$ cat config.mk
export PLATFORM = sky130hd
export DESIGN_NAME = per_req_buffer
export DESIGN_NICKNAME = d
export VERILOG_FILES = /design/src/rtl/per_req_buffer_pkg.sv /design/src/rtl/per_req_fifo.sv /design/src/rtl/per_req_buffer.sv
export SDC_FILE = /design/constraint.sdc
export NUM_CORES = 1
export LEC_CHECK = 0
export ABC_AREA = 1
export BUFFER_PORTS_ARGS = -buffer_cell sky130_fd_sc_hd__buf_2
export CAP_MARGIN = 10
export CORE_ASPECT_RATIO = 1.5
export CORE_MARGIN = 5
export CORE_UTILIZATION = 50
export DETAILED_ROUTE_END_ITERATION = 8
export GPL_TIMING_DRIVEN = 1
export HOLD_SLACK_MARGIN = 0.06
export PLACE_DENSITY = 0.72
export SETUP_SLACK_MARGIN = 0.05
export SKIP_CTS_REPAIR_TIMING = 1
export SLEW_MARGIN = 20
export SYNTH_ARGS = -nofsm -noshare
export SYNTH_HDL_FRONTEND = slang
export SYNTH_SLANG_ARGS = --single-unit
$ cat constraint.sdc
create_clock -name clk_i -period 10.5 [get_ports clk_i]
set_input_delay 2.1 -clock clk_i [delete_from_list [all_inputs] [get_ports clk_i]]
set_output_delay 2.1 -clock clk_i [all_outputs]
set_load 0.05 [all_outputs]
$ cat src/rtl/per_req_buffer_pkg.sv
// Shared request/response payload types for the per_req_buffer slice.
package per_req_buffer_pkg;

  localparam int unsigned PER_ADDR_W = 32;
  localparam int unsigned PER_DATA_W = 32;
  localparam int unsigned PER_ID_W   = 5;
  localparam int unsigned PER_BE_W   = PER_DATA_W / 8;

  typedef struct packed {
    logic [PER_ADDR_W-1:0] add;
    logic                  wen;
    logic [PER_DATA_W-1:0] wdata;
    logic [PER_BE_W-1:0]   be;
    logic [PER_ID_W-1:0]   id;
  } per_req_t;

  typedef struct packed {
    logic                  opc;
    logic [PER_ID_W-1:0]   id;
    logic [PER_DATA_W-1:0] rdata;
  } per_resp_t;

endpackage

$ cat src/rtl/per_req_fifo.sv
// Generic DEPTH-entry synchronous FIFO; pointers carry an extra wrap bit.
module per_req_fifo
  import per_req_buffer_pkg::*;
#(
  parameter type         T     = per_req_t,
  parameter int unsigned DEPTH = 4,
  localparam int unsigned AW   = $clog2(DEPTH)
) (
  input  logic        clk_i,
  input  logic        rst_i,
  input  logic        push_i,
  input  T            data_i,
  input  logic        pop_i,
  output T            data_o,
  output logic        full_o,
  output logic        empty_o,
  output logic [AW:0] level_o
);

  logic [AW:0] wptr_q, wptr_d;
  logic [AW:0] rptr_q, rptr_d;
  T            mem_q [DEPTH];
  logic        do_push, do_pop;

  assign do_push = push_i && !full_o;
  assign do_pop  = pop_i && !empty_o;

  assign full_o  = (wptr_q[AW] != rptr_q[AW]) && (wptr_q[AW-1:0] == rptr_q[AW-1:0]);
  assign empty_o = (wptr_q == rptr_q);
  assign level_o = wptr_q - rptr_q;
  assign data_o  = mem_q[rptr_q[AW-1:0]];

  always_comb begin
    wptr_d = wptr_q;
    rptr_d = rptr_q;
    if (do_push) wptr_d = wptr_q + 1'b1;
    if (do_pop)  rptr_d = rptr_q + 1'b1;
  end

  always_ff @(posedge clk_i) begin
    if (rst_i) begin
      wptr_q <= '0;
      rptr_q <= '0;
    end else begin
      wptr_q <= wptr_d;
      rptr_q <= rptr_d;
    end
  end

  always_ff @(posedge clk_i) begin
    if (do_push) mem_q[wptr_q[AW-1:0]] <= data_i;
  end

endmodule

$ cat src/rtl/per_req_buffer.sv
// Peripheral request buffer: request FIFO, outstanding cap, registered response.
// Optional zero-latency bypass when empty: define PER_REQ_BUFFER_FALLTHROUGH_EN.
module per_req_buffer
  import per_req_buffer_pkg::*;
#(
  parameter int unsigned PER_ADDR_WIDTH  = PER_ADDR_W,
  parameter int unsigned PER_DATA_WIDTH  = PER_DATA_W,
  parameter int unsigned PER_ID_WIDTH    = PER_ID_W,
  parameter int unsigned DEPTH           = 4,
  parameter int unsigned MAX_OUTSTANDING = 8
) (
  input  logic                        clk_i,
  input  logic                        rst_i,
  input  logic                        slv_req_i,
  input  logic [PER_ADDR_WIDTH-1:0]   slv_add_i,
  input  logic                        slv_wen_i,
  input  logic [PER_DATA_WIDTH-1:0]   slv_wdata_i,
  input  logic [PER_DATA_WIDTH/8-1:0] slv_be_i,
  input  logic [PER_ID_WIDTH-1:0]     slv_id_i,
  output logic                        slv_gnt_o,
  output logic                        slv_r_valid_o,
  output logic                        slv_r_opc_o,
  output logic [PER_ID_WIDTH-1:0]     slv_r_id_o,
  output logic [PER_DATA_WIDTH-1:0]   slv_r_rdata_o,
  output logic                        mst_req_o,
  output logic [PER_ADDR_WIDTH-1:0]   mst_add_o,
  output logic                        mst_wen_o,
  output logic [PER_DATA_WIDTH-1:0]   mst_wdata_o,
  output logic [PER_DATA_WIDTH/8-1:0] mst_be_o,
  output logic [PER_ID_WIDTH-1:0]     mst_id_o,
  input  logic                        mst_gnt_i,
  input  logic                        mst_r_valid_i,
  input  logic                        mst_r_opc_i,
  input  logic [PER_ID_WIDTH-1:0]     mst_r_id_i,
  input  logic [PER_DATA_WIDTH-1:0]   mst_r_rdata_i,
  output logic                        busy_o,
  output logic                        err_underflow_o
);

  localparam int unsigned CW = $clog2(MAX_OUTSTANDING + 1);
  localparam int unsigned LW = $clog2(DEPTH) + 1;
  localparam logic [CW-1:0] MAX_OUT = CW'(MAX_OUTSTANDING);

  per_req_t  slv_pl, head, mst_pl;
  per_resp_t resp_q, resp_d;
  logic      full, empty, push, pop, accept, rsp_dec;
  logic [LW-1:0] level, level_d;
  logic [CW-1:0] out_q, out_d;
  logic      r_valid_q, busy_q, busy_d, err_q, err_d;

  assign slv_pl = '{add: slv_add_i, wen: slv_wen_i, wdata: slv_wdata_i, be: slv_be_i, id: slv_id_i};

  per_req_fifo #(.T(per_req_t), .DEPTH(DEPTH)) u_fifo (
    .clk_i   (clk_i),
    .rst_i   (rst_i),
    .push_i  (push),
    .data_i  (slv_pl),
    .pop_i   (pop),
    .data_o  (head),
    .full_o  (full),
    .empty_o (empty),
    .level_o (level)
  );

  assign slv_gnt_o = !full && (out_q < MAX_OUT);
  assign accept    = slv_req_i && slv_gnt_o;

  always_comb begin
    mst_req_o = !empty;
    mst_pl    = empty ? '0 : head;
    push      = accept;
    pop       = !empty && mst_gnt_i;
`ifdef PER_REQ_BUFFER_FALLTHROUGH_EN
    // Bypass only when empty so ordering with queued entries is preserved.
    if (empty) begin
      mst_req_o = accept;
      mst_pl    = slv_pl;
      push      = accept && !mst_gnt_i;
    end
`endif
  end

  assign mst_add_o   = mst_pl.add;
  assign mst_wen_o   = mst_pl.wen;
  assign mst_wdata_o = mst_pl.wdata;
  assign mst_be_o    = mst_pl.be;
  assign mst_id_o    = mst_pl.id;

  assign rsp_dec = mst_r_valid_i && (out_q != '0);
  assign level_d = level + LW'(push) - LW'(pop);

  always_comb begin
    out_d  = out_q;
    err_d  = err_q;
    resp_d = resp_q;
    if (mst_r_valid_i && (out_q == '0)) err_d = 1'b1;
    if (accept && !rsp_dec)      out_d = out_q + 1'b1;
    else if (!accept && rsp_dec) out_d = out_q - 1'b1;
    if (mst_r_valid_i) resp_d = '{opc: mst_r_opc_i, id: mst_r_id_i, rdata: mst_r_rdata_i};
    busy_d = (out_d != '0) || (level_d != '0);
  end

  always_ff @(posedge clk_i) begin
    if (rst_i) begin
      out_q     <= '0;
      err_q     <= 1'b0;
      busy_q    <= 1'b0;
      r_valid_q <= 1'b0;
      resp_q    <= '0;
    end else begin
      out_q     <= out_d;
      err_q     <= err_d;
      busy_q    <= busy_d;
      r_valid_q <= mst_r_valid_i;
      resp_q    <= resp_d;
    end
  end

  assign slv_r_valid_o   = r_valid_q;
  assign slv_r_opc_o     = resp_q.opc;
  assign slv_r_id_o      = resp_q.id;
  assign slv_r_rdata_o   = resp_q.rdata;
  assign busy_o          = busy_q;
  assign err_underflow_o = err_q;

endmodule

# Word level (Yosys, flattened, before mapping)
# Memory sizes are Yosys's and may differ from the RTL's. A register that Yosys moved wholly into a read port is not among the register bits.
# Cells that the tools add are included.
[op_classes] addsub=7 magnitude_cmp=1 muxes=7 reduce_logical=19 eq_ne=3
[op_table] cell="$mux W74" count=1
[op_table] cell="$logic_and A1 B1 Y1" count=10
[op_table] cell="$mux W4" count=2
[op_table] cell="$reduce_bool A4 Y1" count=2
[op_table] cell="$add A3 B1 Y3 const B" count=2
[op_table] cell="$add A4 B1 Y4 const B" count=1
[op_table] cell="$logic_not A1 Y1" count=4
[op_table] cell="$logic_not A4 Y1" count=1
[op_table] cell="$lt A4 B4 Y1 const B" count=1
[op_table] cell="$mux W2" count=2
[op_table] cell="$sub A4 B1 Y4 const B" count=1
[op_table] cell="$add A3 B1 Y3" count=1
[op_table] cell="$eq A3 B3 Y1" count=1
[op_table] cell="$reduce_bool A3 Y1" count=1
[op_table] cell="$sub A3 B1 Y3" count=1
[op_table] cell="$sub A3 B3 Y3" count=1
[op_table] cell="$eq A2 B2 Y1" count=1
[op_table] cell="$mux W1" count=2
[op_table] cell="$logic_or A1 B1 Y1" count=1
[op_table] cell="$ne A1 B1 Y1" count=1
[word_totals] ramBits=296 regBits=51 n_memories=1 in_bits=117
[mem_list] memory="u_fifo.mem_q" depth=4 word_bits=74 rd=1 rd_clocked_by_memory_dff=1 write_ports=1 line_no="per_req_fifo.sv:22" source="T mem_q [DEPTH];"

# Depth between registers and ports, before layout
[logic_depth] word_depth=11 mapped_depth=20 depth_no_buf=19

# Cells and area by module
# A second synthesis with hierarchy kept.
[hier_totals] hier_cells=1194 area_unflattened_um2=13900.8
[modules_own_cells] mod="per_req_fifo" area_each_um2=11474.8 cells_each=791 instances=1 seq_area_each_um2=9048.7
[modules_own_cells] mod="per_req_buffer" area_each_um2=2426.1 cells_each=403 instances=1 seq_area_each_um2=900.9

# Worst setup path after synthesis
# Ideal clock, no wire load.
[synth_path] path_type="input to register" from="input port slv_req_i" to="memory u_fifo.mem_q[0][0] (netlist name) (enable)" setup_slack_ns=4.547 stages=3 t_arrival_ns=5.446 required_time_ns=9.992 setup_ns=0.508 cell_sequence="nand3_4 buf_6 nor2_1"
[synth_via] elab_chain_cells=4
[synth_rtl] element="start: declaration" line_no="per_req_buffer.sv:14" source="input logic slv_req_i,"
[synth_rtl] element="$logic_and A1 B1 Y1" line_no="per_req_buffer.sv:66" source="assign accept = slv_req_i && slv_gnt_o;"
[synth_rtl] element="$logic_and A1 B1 Y1" line_no="per_req_fifo.sv:25" source="assign do_push = push_i && !full_o;"
[synth_rtl] element="$mux W1" line_no="per_req_fifo.sv:51" source="if (do_push) mem_q[wptr_q[AW-1:0]] <= data_i;"
[synth_rtl] element="$mux W1 (not written as such)" line_no="per_req_fifo.sv:51"
[synth_rtl] element="end: declaration" line_no="per_req_fifo.sv:22"
# Every way passes these cells.

==> results.sh <==
export IMPL_path_clk_slew_ns=0.07
export IMPL_synth_top_cell_by_area="edfxtp_1"
export IMPL_power_density_nw_per_um2=272
export IMPL_die_width_um=146
export IMPL_finalCriticalPeriod_ns=5.33
export IMPL_pre_cts_slack_ns=5.73
export IMPL_path_class="reg2out"
export IMPL_grt_max_degree=112
export IMPL_drive_gt1_frac=0.225
export IMPL_syn_to_final_growth_pct=18.4
export IMPL_worstPathMaxFanout=98
export IMPL_tightest_slew_ns=1.04
export IMPL_synth_ff_type="edfxtp_1"
export IMPL_maxCapViolCount=0
export IMPL_slowest_delay_ns=0.86
export IMPL_grt_pass1_wl_um=46900
export IMPL_finalSetupViolCount=0
export IMPL_die_area_um2=31100
export IMPL_synth_commonest_cells="nor2_1, edfxtp_1, o21ai_0"
export IMPL_yosys_top_cells_area="edfxtp_1, nor2_1, dfxtp_1, o32ai_1, o21ai_0"
export IMPL_top_layer_used="met5"
export IMPL_ys_seq_elements=349
export IMPL_start_util=0.508
export IMPL_synthCells=1165
export IMPL_clock_sinks=349
export IMPL_rsz0062_at_grt="no"
export IMPL_cts_tree="built"
export IMPL_synth_async_sr_flop_share=0
export IMPL_core_um2=27200
export IMPL_via_per_inst=5.30
export IMPL_finalHoldViolations=0
export IMPL_synth_edf_count=296
export IMPL_clk_latency_ns=0.56
export IMPL_avgSynthCellArea_um2=11.9
export IMPL_crit_path_start_kind="flip-flop"
export IMPL_dp_hpwl_um=17500
export IMPL_cp_buffers_inverters=4
export IMPL_fp_dieH_um=214
export IMPL_routed_wl_um=29700
export IMPL_clock_skew_ns=0.0198
export IMPL_clockBufferDepth=3
export IMPL_wl_met3_um=2300
export IMPL_synth_top_area_share=0.643
export IMPL_fill_cells=2157
export IMPL_cpMaxStageDelayCell="buf_4"
export IMPL_antenna_found_initial=8
export IMPL_p_leak_nw=6.67
export IMPL_drcViolationCount=0
export IMPL_grt_util_all_layers=0.185
export IMPL_routedWlPerCell_um=17.1
export IMPL_crit_chain="inv_4 -> buf_4 -> nor2_1 -> o32ai_1 -> nand2_1 -> inv_1 -> buf_2"
export IMPL_cts_htree_levels=1
export IMPL_postLayoutCoreUtil=0.601
export IMPL_critPathArrivalTime_ns=3.23
export IMPL_crit_required_ns=8.40
export IMPL_portBuffers=233
export IMPL_cpLargestDelayFamily="buffers and inverters"
export IMPL_min_path_type="reg2reg"
export IMPL_ys_seq_area_frac=0.720
export IMPL_finalInstanceArea_um2=16400
export IMPL_grt_pass1_vias=9246
export IMPL_relSlewSlack=0.304
export IMPL_power_mw=4.45
export IMPL_ctsRootBufferMaster="clkbuf_16"
export IMPL_drtIter0Drc=472
export IMPL_fin_crit_sh=0.508
export IMPL_end_kind="output port"
export IMPL_placed_area_um2=15200
export IMPL_yosys_warnings=0
export IMPL_synth_area_um2=13800
export IMPL_setup_tns_final_ns=0
export IMPL_status="finished, final reports clean"
export IMPL_syn_nets=1294
export IMPL_gp_congestion=0.794
export IMPL_ant_nets=0
export IMPL_layout_nets=1500
export IMPL_yosysMostFrequentCell="nor2_1"
export IMPL_fmax_mhz=188
export IMPL_ys_types=30
export IMPL_slew_violations=0
export IMPL_fin_ws_ns=5.17
export IMPL_cts_buffers=30
export IMPL_io_pins=234
export IMPL_routed_via_count=9233
export IMPL_peakVddDrop_v=0.000225
export IMPL_drtPass1Iterations=5
export IMPL_grt_overflow=0
export IMPL_rows=74
export IMPL_wirelength_met1_um=11500
export IMPL_wl_met2_um=15200
flip-flops by register name, summed over array words and instances, names as in the netlist, named ones only:
| register | flops |
|---|---|
| err_underflow_o | 1 |
| out_q | 4 |
| slv_r_id_o | 5 |
| busy_o | 1 |
| u_fifo.mem_q | 296 |
| slv_r_rdata_o | 32 |
| u_fifo.rptr_q | 3 |
| slv_r_valid_o | 1 |
| slv_r_opc_o | 1 |
| u_fifo.wptr_q | 3 |
cell usage in the layout (no fill, tap or decap), drive strengths merged, types with 12 or more instances in the layout:
master	n
inv	103
nand3	12
nor2	312
buf	244
o32ai	74
clkbuf	39
edfxtp	296
o21ai	120
nand2	96
dfxtp	53
stage by stage:
stage | hold WS, ns | cells
final | 0.484 | 1742
after global routing | 0.512 | 1738
after CTS | 0.484 | 1736
after detailed placement | 0.465 | 1680
after global placement | 0.446 | 1680
after floorplan | 0.443 | 1165
path summary, 6_finish.rpt:
path               startpoint          endpoint  slack (ns)  cells past startpoint
max                 flip-flop   mst_wdata_o[12]        5.17                      7
min          u_fifo.wptr_q[2]  u_fifo.wptr_q[2]        0.48                      1
max reg2reg  u_fifo.wptr_q[1]            busy_o        6.67                     18
min reg2reg  u_fifo.wptr_q[2]  u_fifo.wptr_q[2]        0.48                      1
power by group:
group | switching, mW | internal (mW)
combinational | 1.16 | 0.350
clock | 0.481 | 0.754
sequential | 0.0644 | 1.64
total | 1.71 | 2.75
cells by family (layout without fill, tap and decap cells):
family | count (synthesis) | count (layout) | share of synthesized area
AO/OA/AOI/OAI | 202 | 202 | 0.0934
other | 0 | 5 | 0
flip-flops | 349 | 349 | 0.720
adder cells (fa/ha/maj) | 12 | 12 | 0.0119
buffers and inverters | 172 | 402 | 0.0517
AND/OR/NAND/NOR | 426 | 426 | 0.121
XOR/XNOR | 4 | 4 | 0.00254
layer usage:
layer  track usage  vias to the layer above
met2         0.327                      277
met4        0.0586                       10
met3        0.0459                       50
met5             0                        -
li1              -                     4454
met1         0.226                     4442
area by class of cell:
cell class | instances | area [um2] | share of cell area
diodes | 5 | 12.5 | 0.000764
multi-input cells | 644 | 3190 | 0.195
well taps | 342 | 428 | 0.0261
clock buffers | 39 | 866 | 0.0529
flip-flops and latches | 349 | 9960 | 0.608
inverters | 102 | 385 | 0.0235
clock inverters | 17 | 273 | 0.0167
repair buffers | 244 | 1260 | 0.0771
Power figures use the tool's default switching activity.
